### src/rtl/cpu_ctrl_pkg.sv
// -----------------------------------------------------------------------------
// cpu_ctrl_pkg
//   Shared definitions for the single-cycle core's step controller.
//   - STATE_W : width of the FSM state as it is driven onto the board LEDs.
//   - state_e : FSM encoding. The numeric values are visible on the LEDs, so
//               they are fixed and must not be reordered.
// -----------------------------------------------------------------------------
package cpu_ctrl_pkg;

  localparam int STATE_W = 2;

  typedef enum logic [STATE_W-1:0] {
    S_HALT = 2'd0,  // idle, waiting for a step press or the run switch
    S_STEP = 2'd1,  // one-instruction step in progress
    S_RUN  = 2'd2,  // free-running at the divided rate
    S_STOP = 2'd3   // stopped on ebreak/ecall or breakpoint
  } state_e;

endpackage : cpu_ctrl_pkg

### src/rtl/btn_debounce.sv
// -----------------------------------------------------------------------------
// btn_debounce
//   Turns a raw, bouncing, asynchronous pushbutton into a single-cycle pulse on
//   each accepted press. Reusable for any board button.
//
//   Path: 2-flop synchronizer -> stability counter -> registered pulse.
//   A new level is accepted once the synchronized input has differed from the
//   accepted level for DEBOUNCE_CYCLES consecutive cycles. Only a 0->1
//   acceptance produces a pulse; releases are debounced silently.
//
// Parameters
//   DEBOUNCE_CYCLES : stable cycles required before a new level is accepted
//                     (must be >= 1).
// Ports
//   clk        in   system clock, rising edge
//   rst        in   asynchronous reset, active low
//   btn_raw    in   raw pushbutton level (asynchronous)
//   step_pulse out  one-cycle pulse per accepted press
// -----------------------------------------------------------------------------
module btn_debounce #(
  parameter logic [15:0] DEBOUNCE_CYCLES = 16'd50000
) (
  input  logic clk,
  input  logic rst,
  input  logic btn_raw,
  output logic step_pulse
);

  logic        r_sync1;
  logic        r_sync2;
  logic        r_stable;   // last accepted button level
  logic        r_pulse;
  logic [15:0] r_cnt;      // consecutive cycles r_sync2 has differed from r_stable

  logic        w_differs;
  logic        w_accept;

  assign w_differs = (r_sync2 != r_stable);
  // The cycle being evaluated is the DEBOUNCE_CYCLES-th differing sample.
  assign w_accept  = w_differs && (r_cnt == (DEBOUNCE_CYCLES - 16'd1));

  // NOTE: sequential state uses non-blocking assignments so every flop samples
  // the pre-edge value of the others; blocking here would collapse the
  // synchronizer into a single stage.
  always_ff @(posedge clk or negedge rst) begin
    if (!rst) begin
      r_sync1  <= 1'b0;
      r_sync2  <= 1'b0;
      r_stable <= 1'b0;
      r_pulse  <= 1'b0;
      r_cnt    <= '0;
    end else begin
      r_sync1 <= btn_raw;
      r_sync2 <= r_sync1;

      if (!w_differs) begin
        // Any sample matching the accepted level restarts the stability window.
        r_cnt <= '0;
      end else if (w_accept) begin
        r_cnt    <= '0;
        r_stable <= r_sync2;
      end else begin
        r_cnt <= r_cnt + 16'd1;
      end

      r_pulse <= w_accept && r_sync2;
    end
  end

  assign step_pulse = r_pulse;

endmodule : btn_debounce

### src/rtl/cpu_step_ctrl.sv
// -----------------------------------------------------------------------------
// cpu_step_ctrl
//   Clock-enable sequencer for the single-cycle RISC-V core. Decides when the
//   core retires one instruction: on a debounced step press, continuously at a
//   divided rate while the run switch is on, or not at all once the core hits
//   ebreak/ecall (or a PC breakpoint).
//
// Configuration macro
//   CPU_BREAKPOINT_EN : when defined, a PC match against bp_addr (with
//                       bp_valid) also stops free-run. When undefined the
//                       breakpoint ports are accepted but ignored and no
//                       comparator is built.
//
// Parameters
//   DEBOUNCE_CYCLES : button stability window in clk cycles
//   RUN_DIV         : free-run rate, one cpu_ce every RUN_DIV cycles (>= 1)
//   CNT_W           : width of the retired-instruction counter
// Ports
//   clk        in   system clock, rising edge
//   rst        in   asynchronous reset, active low
//   step_btn   in   raw step pushbutton
//   run_sw     in   1 requests free-run
//   halt_req   in   instruction at current PC is ebreak/ecall
//   pc         in   current core PC
//   bp_addr    in   breakpoint address
//   bp_valid   in   breakpoint armed
//   cpu_ce     out  registered core clock enable
//   halted     out  registered, high in S_STOP
//   state      out  registered FSM state (LEDs)
//   cycle_cnt  out  registered count of cpu_ce pulses (wraps)
// -----------------------------------------------------------------------------
module cpu_step_ctrl
  import cpu_ctrl_pkg::*;
#(
  parameter logic [15:0] DEBOUNCE_CYCLES = 16'd50000,
  parameter logic [23:0] RUN_DIV         = 24'd1,
  parameter int          CNT_W           = 16
) (
  input  logic               clk,
  input  logic               rst,
  input  logic               step_btn,
  input  logic               run_sw,
  input  logic               halt_req,
  input  logic [31:0]        pc,
  input  logic [31:0]        bp_addr,
  input  logic               bp_valid,
  output logic               cpu_ce,
  output logic               halted,
  output logic [STATE_W-1:0] state,
  output logic [CNT_W-1:0]   cycle_cnt
);

  state_e           r_state;
  state_e           w_state_next;
  logic [23:0]      r_div;
  logic [23:0]      w_div_next;
  logic             r_cpu_ce;
  logic             w_ce_next;
  logic             r_halted;
  logic [CNT_W-1:0] r_cnt;

  logic             w_step_pulse;
  logic             w_bp_hit;
  logic             w_stop_cond;
  logic             w_issue_slot;

  // ---------------------------------------------------------------------------
  // Step button
  // ---------------------------------------------------------------------------
  btn_debounce #(
    .DEBOUNCE_CYCLES (DEBOUNCE_CYCLES)
  ) u_debounce (
    .clk        (clk),
    .rst        (rst),
    .btn_raw    (step_btn),
    .step_pulse (w_step_pulse)
  );

  // ---------------------------------------------------------------------------
  // Stop condition. halt_req and pc come straight from the core and are
  // evaluated in the issue-slot cycle itself, so the stopping instruction is
  // never enabled.
  // ---------------------------------------------------------------------------
`ifdef CPU_BREAKPOINT_EN
  assign w_bp_hit = bp_valid && (pc == bp_addr);
`else
  // Breakpoint ports stay on the interface so the board top is identical in
  // both builds; they are deliberately unused here.
  logic w_unused_bp;
  assign w_unused_bp = ^{pc, bp_addr, bp_valid};
  assign w_bp_hit    = 1'b0;
`endif

  assign w_stop_cond  = halt_req || w_bp_hit;
  assign w_issue_slot = (r_div == (RUN_DIV - 24'd1));

  // ---------------------------------------------------------------------------
  // FSM next-state / next-output logic
  // ---------------------------------------------------------------------------
  // NOTE: every signal driven here gets a default before the case statement;
  // a path that leaves one unassigned would infer a latch.
  always_comb begin
    w_state_next = r_state;
    w_ce_next    = 1'b0;
    w_div_next   = '0;   // divider is zero outside S_RUN, so entry starts clean

    case (r_state)
      S_HALT: begin
        // Run switch outranks a coincident step press.
        if (run_sw) begin
          w_state_next = S_RUN;
        end else if (w_step_pulse) begin
          w_state_next = S_STEP;
          w_ce_next    = 1'b1;
        end
      end

      S_STEP: begin
        // cpu_ce was raised on entry; halt_req/breakpoint are ignored so the
        // user can step over the instruction that stopped the run.
        w_state_next = S_HALT;
      end

      S_RUN: begin
        // Stop at an issue slot outranks the run switch being turned off.
        if (w_issue_slot && w_stop_cond) begin
          w_state_next = S_STOP;
        end else if (!run_sw) begin
          w_state_next = S_HALT;
        end else begin
          w_ce_next  = w_issue_slot;
          w_div_next = w_issue_slot ? '0 : (r_div + 24'd1);
        end
      end

      S_STOP: begin
        if (!run_sw) begin
          w_state_next = S_HALT;
        end
      end

      default: begin
        w_state_next = S_HALT;
      end
    endcase
  end

  // ---------------------------------------------------------------------------
  // State register
  // ---------------------------------------------------------------------------
  always_ff @(posedge clk or negedge rst) begin
    if (!rst) begin
      r_state <= S_HALT;
    end else begin
      r_state <= w_state_next;
    end
  end

  // ---------------------------------------------------------------------------
  // Registered outputs, divider and retired-instruction counter
  // ---------------------------------------------------------------------------
  always_ff @(posedge clk or negedge rst) begin
    if (!rst) begin
      r_div    <= '0;
      r_cpu_ce <= 1'b0;
      r_halted <= 1'b0;
      r_cnt    <= '0;
    end else begin
      r_div    <= w_div_next;
      r_cpu_ce <= w_ce_next;
      r_halted <= (w_state_next == S_STOP);
      // Counts the enables the core has actually seen; wraps naturally.
      if (r_cpu_ce) begin
        r_cnt <= r_cnt + CNT_W'(1);
      end
    end
  end

  assign cpu_ce    = r_cpu_ce;
  assign halted    = r_halted;
  assign state     = r_state;
  assign cycle_cnt = r_cnt;

endmodule : cpu_step_ctrl

### config.mk
export PLATFORM = sky130hd
export DESIGN_NAME = cpu_step_ctrl
export DESIGN_NICKNAME = d
export VERILOG_FILES = /design/src/rtl/cpu_ctrl_pkg.sv /design/src/rtl/btn_debounce.sv /design/src/rtl/cpu_step_ctrl.sv
export SDC_FILE = /design/constraint.sdc
export NUM_CORES = 1
export LEC_CHECK = 0
export CELL_PAD_IN_SITES_DETAIL_PLACEMENT = 1
export CELL_PAD_IN_SITES_GLOBAL_PLACEMENT = 2
export CORE_MARGIN = 4
export CORE_UTILIZATION = 26
export DETAILED_ROUTE_END_ITERATION = 16
export PLACE_DENSITY = 0.85
export SLEW_MARGIN = 10
export SYNTH_ARGS = -nofsm -noshare
export SYNTH_HDL_FRONTEND = slang
export SYNTH_HIERARCHICAL = 1
export SYNTH_SLANG_ARGS = --single-unit
### constraint.sdc
create_clock -name clk -period 1.76 [get_ports clk]
set_clock_uncertainty 0.1 [all_clocks]
set_input_delay 0.352 -clock clk [delete_from_list [all_inputs] [get_ports clk]]
set_output_delay 0.352 -clock clk [all_outputs]
set_load 0.01 [all_outputs]
==> results.toml <==
[place]
port_buffers = 24
final_weighted_congestion_in_routability_driven_placement = 0.759
placed_area_um2 = 3720
post-dp-hpwl_um = 4980

[routing]
drt.antenna.violating_nets = 0
detail_route.drc_violations = 0
drt_first_pass_iters = 4
wl_per_cell_um = 15.5
avgViaCountPerCell = 4.88
initialDrtViolationCount = 91
routed_wl_um = 7880
routed-via-count = 2481

[cells_and_area]
fin_area_um2 = 4340
drive_above_1_share = 0.321
area.growth.synth_to_final_pct = 41.3
fin_nets = 436
multi_input_area_um2 = 1610
diodes = 0
layout_commonest_cell = "sky130_fd_sc_hd__dfrtp_1"
register_area_um2 = 1600
layout_common_cells = "62 x sky130_fd_sc_hd__dfrtp_1, 31 x sky130_fd_sc_hd__buf_4, 24 x sky130_fd_sc_hd__xnor2_1"
n_fill_cell = 1256

[floorplan]
dieArea_um2 = 13600
die_x_um = 117
count_of_pins_on_the_block_boundary = 90
placeableCoreArea_um2 = 11500
row_count = 39
floorplan.die.height_um = 117
floorplan.initialDensity = 0.268

[yosys]
ys_async_sr_fraction = 1.00
count_of_different_cell_masters_after_synthesis = 41
synth_seq_cells = 64
synth_area_in_simple_gates = 0.261
post_synth_mux_area_share = 0.00734
yosys.area_share.adder = 0.0163
yosysWarnings = 6
synth_sequential_area_ratio = 0.522
synth_compound_area_frac = 0.0497
avgSynthCellArea_um2 = 10.5
synth-edff-count = 0
synth_xor_xnor_area_share = 0.117
largest_family_of_logic_cells_by_synthesized_area = "simple AND/OR/NAND/NOR gates"
combined_area_of_all_synthesized_cells_um2 = 3070
synth_cells = 291
synthFlopType = "sky130_fd_sc_hd__dfrtp_1"
synth.net_count = 365

[power]
vdd_ir_drop_max_mv = 0.659
power_density_nw_per_um2 = 816
total_power_mw = 3.54
cellLeakagePower_nw = 1.87

[sta]
worst_slew_pin_slew_ns = 0.362
finalMaxSlewViolations = 0
timing_hold_violations_final = 0
period_minus_slack_ns = 1.79
fmax_ghz = 0.559
timing.max_slew.rel_slack = 0.759
finalWorstSetupSlack_ns = -0.0290
fin_crit_sh = 1.02
final_number_of_setup_violating_endpoints = 13
fin_setup_tns_ns = -0.203
rsz_0062_raised_after_global_routing = "yes"

[setup_path]
arrival_worst_endpoint_ns = 1.95
timing.critical_path.from_type = "flop"
setup.worst_path.class = "flop to flop"
crit_path_max_fo = 7
crit_start = "r_div[0]"
required_ns = 1.92
worst_r2r_path_depth = 6
element_type_at_the_critical_path_end = "flop"
worst_r2r_startpoint = "r_div[0]"

[min_path]
timing.hold.worst.start = "u_debounce/r_sync1"
hold_path.class = "flop to flop"
hold_depth = 0

[global_routing]
grt_util_all_layers = 0.122
largest_net_degree_at_the_start_of_global_routing = 52
first_global_vias = 2608
grt_pass1_wl_um = 12900
gr-total-overflow = 0
initial_antenna_violation_count = 0

[clocking]
ctsRootBufferMaster = "sky130_fd_sc_hd__clkbuf_16"
insertion_delay_ns = 0.33
cts.reportedPaths.clkPinSlew_ns = 0.05
numClockSinks = 64
ctsLongestPathBuffers = 2
cts_inserted_buffers = 9
clock_tree.htree_level_count = 3
cts_tree = "built"

[outcome]
violated_checks = "negative setup slack"
outcome = "finished, violations left"

[job]
drv_cap = 0
-- layout make-up --
type	count	area share
Clock inverter	1	0.00115
Timing Repair Buffer	66	0.149
Tap cell	143	0.0413
Inverter	10	0.00866
Sequential cell	64	0.370
Multi-Input combinational cell	211	0.372
Clock buffer	13	0.0577
-- through the flow --
| stage | util | worst slack, ns | hold WS (ns) | std cells |
|---|---|---|---|---|
| 2_1_floorplan | - | 0.00571 | -0.0436 | 291 |
| 3_3_place_gp | 0.325 | -0.0722 | 0.177 | 485 |
| 3_5_place_dp | 0.325 | -0.133 | 0.184 | 485 |
| 4_1_cts | 0.358 | -0.0207 | 0.257 | 504 |
| 5_1_grt | 0.378 | -0.118 | 0.274 | 508 |
| 6_report | 0.378 | -0.0290 | 0.252 | 508 |
-- logic make-up after synthesis --
logic type | after synthesis
simple gates | 138
flops | 64
xor+xnor | 41
compound gates | 26
buf+inv | 16
fa+ha+maj | 4
mux | 2
-- metal layers --
layer / track usage / share of wire / vias up
met3: 0.0451 / 0.045 / 13
met4: 0.0367 / 0.017 / 0
li1: - / - / 1170
met1: 0.152 / 0.45 / 1261
met5: 0 / 0 / -
met2: 0.199 / 0.49 / 37
-- path summary, 6_finish.rpt --
kind                                       to  slack, ns
max                                 r_div[19]      -0.03
max in group asynchronous              cpu_ce       0.59
min reg2reg                u_debounce/r_sync2       0.25
max reg2reg                         r_div[19]      -0.03
min                        u_debounce/r_sync2       0.25
min in group asynchronous        cycle_cnt[8]       0.36
-- worst max-delay path, stage by stage, from the launching register on --
cell and delay [ns]:
sky130_fd_sc_hd__dfrtp_1 0.37, sky130_fd_sc_hd__buf_6 0.13, sky130_fd_sc_hd__and4_4 0.24, sky130_fd_sc_hd__nand4_1 0.18
sky130_fd_sc_hd__buf_6 0.20, sky130_fd_sc_hd__or3_4 0.36, sky130_fd_sc_hd__a21oi_2 0.13
-- cell usage after synthesis, drive strengths merged, types with 6 or more instances --
library cell,number,share of area
a21oi,12,0.022
and4,7,0.020
xor2,16,0.046
buf,6,0.015
nor2,35,0.044
dfrtp,64,0.52
nor3,11,0.018
nand2,17,0.022
o21ai,9,0.015
or3,8,0.017
and3,7,0.015
xnor2,25,0.071
nand3,20,0.033
nand4,18,0.048
inv,10,0.012
-- sequential cells by signal, indices dropped and copies added, names as in the netlist --
signal                 flops
cpu_ce                     1
cycle_cnt                 16
halted                     1
r_div                     24
state                      2
u_debounce/r_cnt          16
u_debounce/r_stable        1
u_debounce/r_sync1         1
u_debounce/r_sync2         1
u_debounce/step_pulse      1
-- where the power goes --
part           internal, mW  switching (mW)  total [mW]
Clock                 0.973           0.604        1.58
Sequential             1.54          0.0612        1.60
Combinational         0.179           0.179       0.358
-- timing repair --
action                                  4_1_cts  5_1_grt
gates cloned                                  1        2
resized for setup                            31       45
hold endpoints to repair                     13        0
setup buffers                                 3        2
hold buffers                                  1        0
endpoints found under the setup margin       39       46
pin swaps                                     2       18
Power figures use the tool's default switching activity.
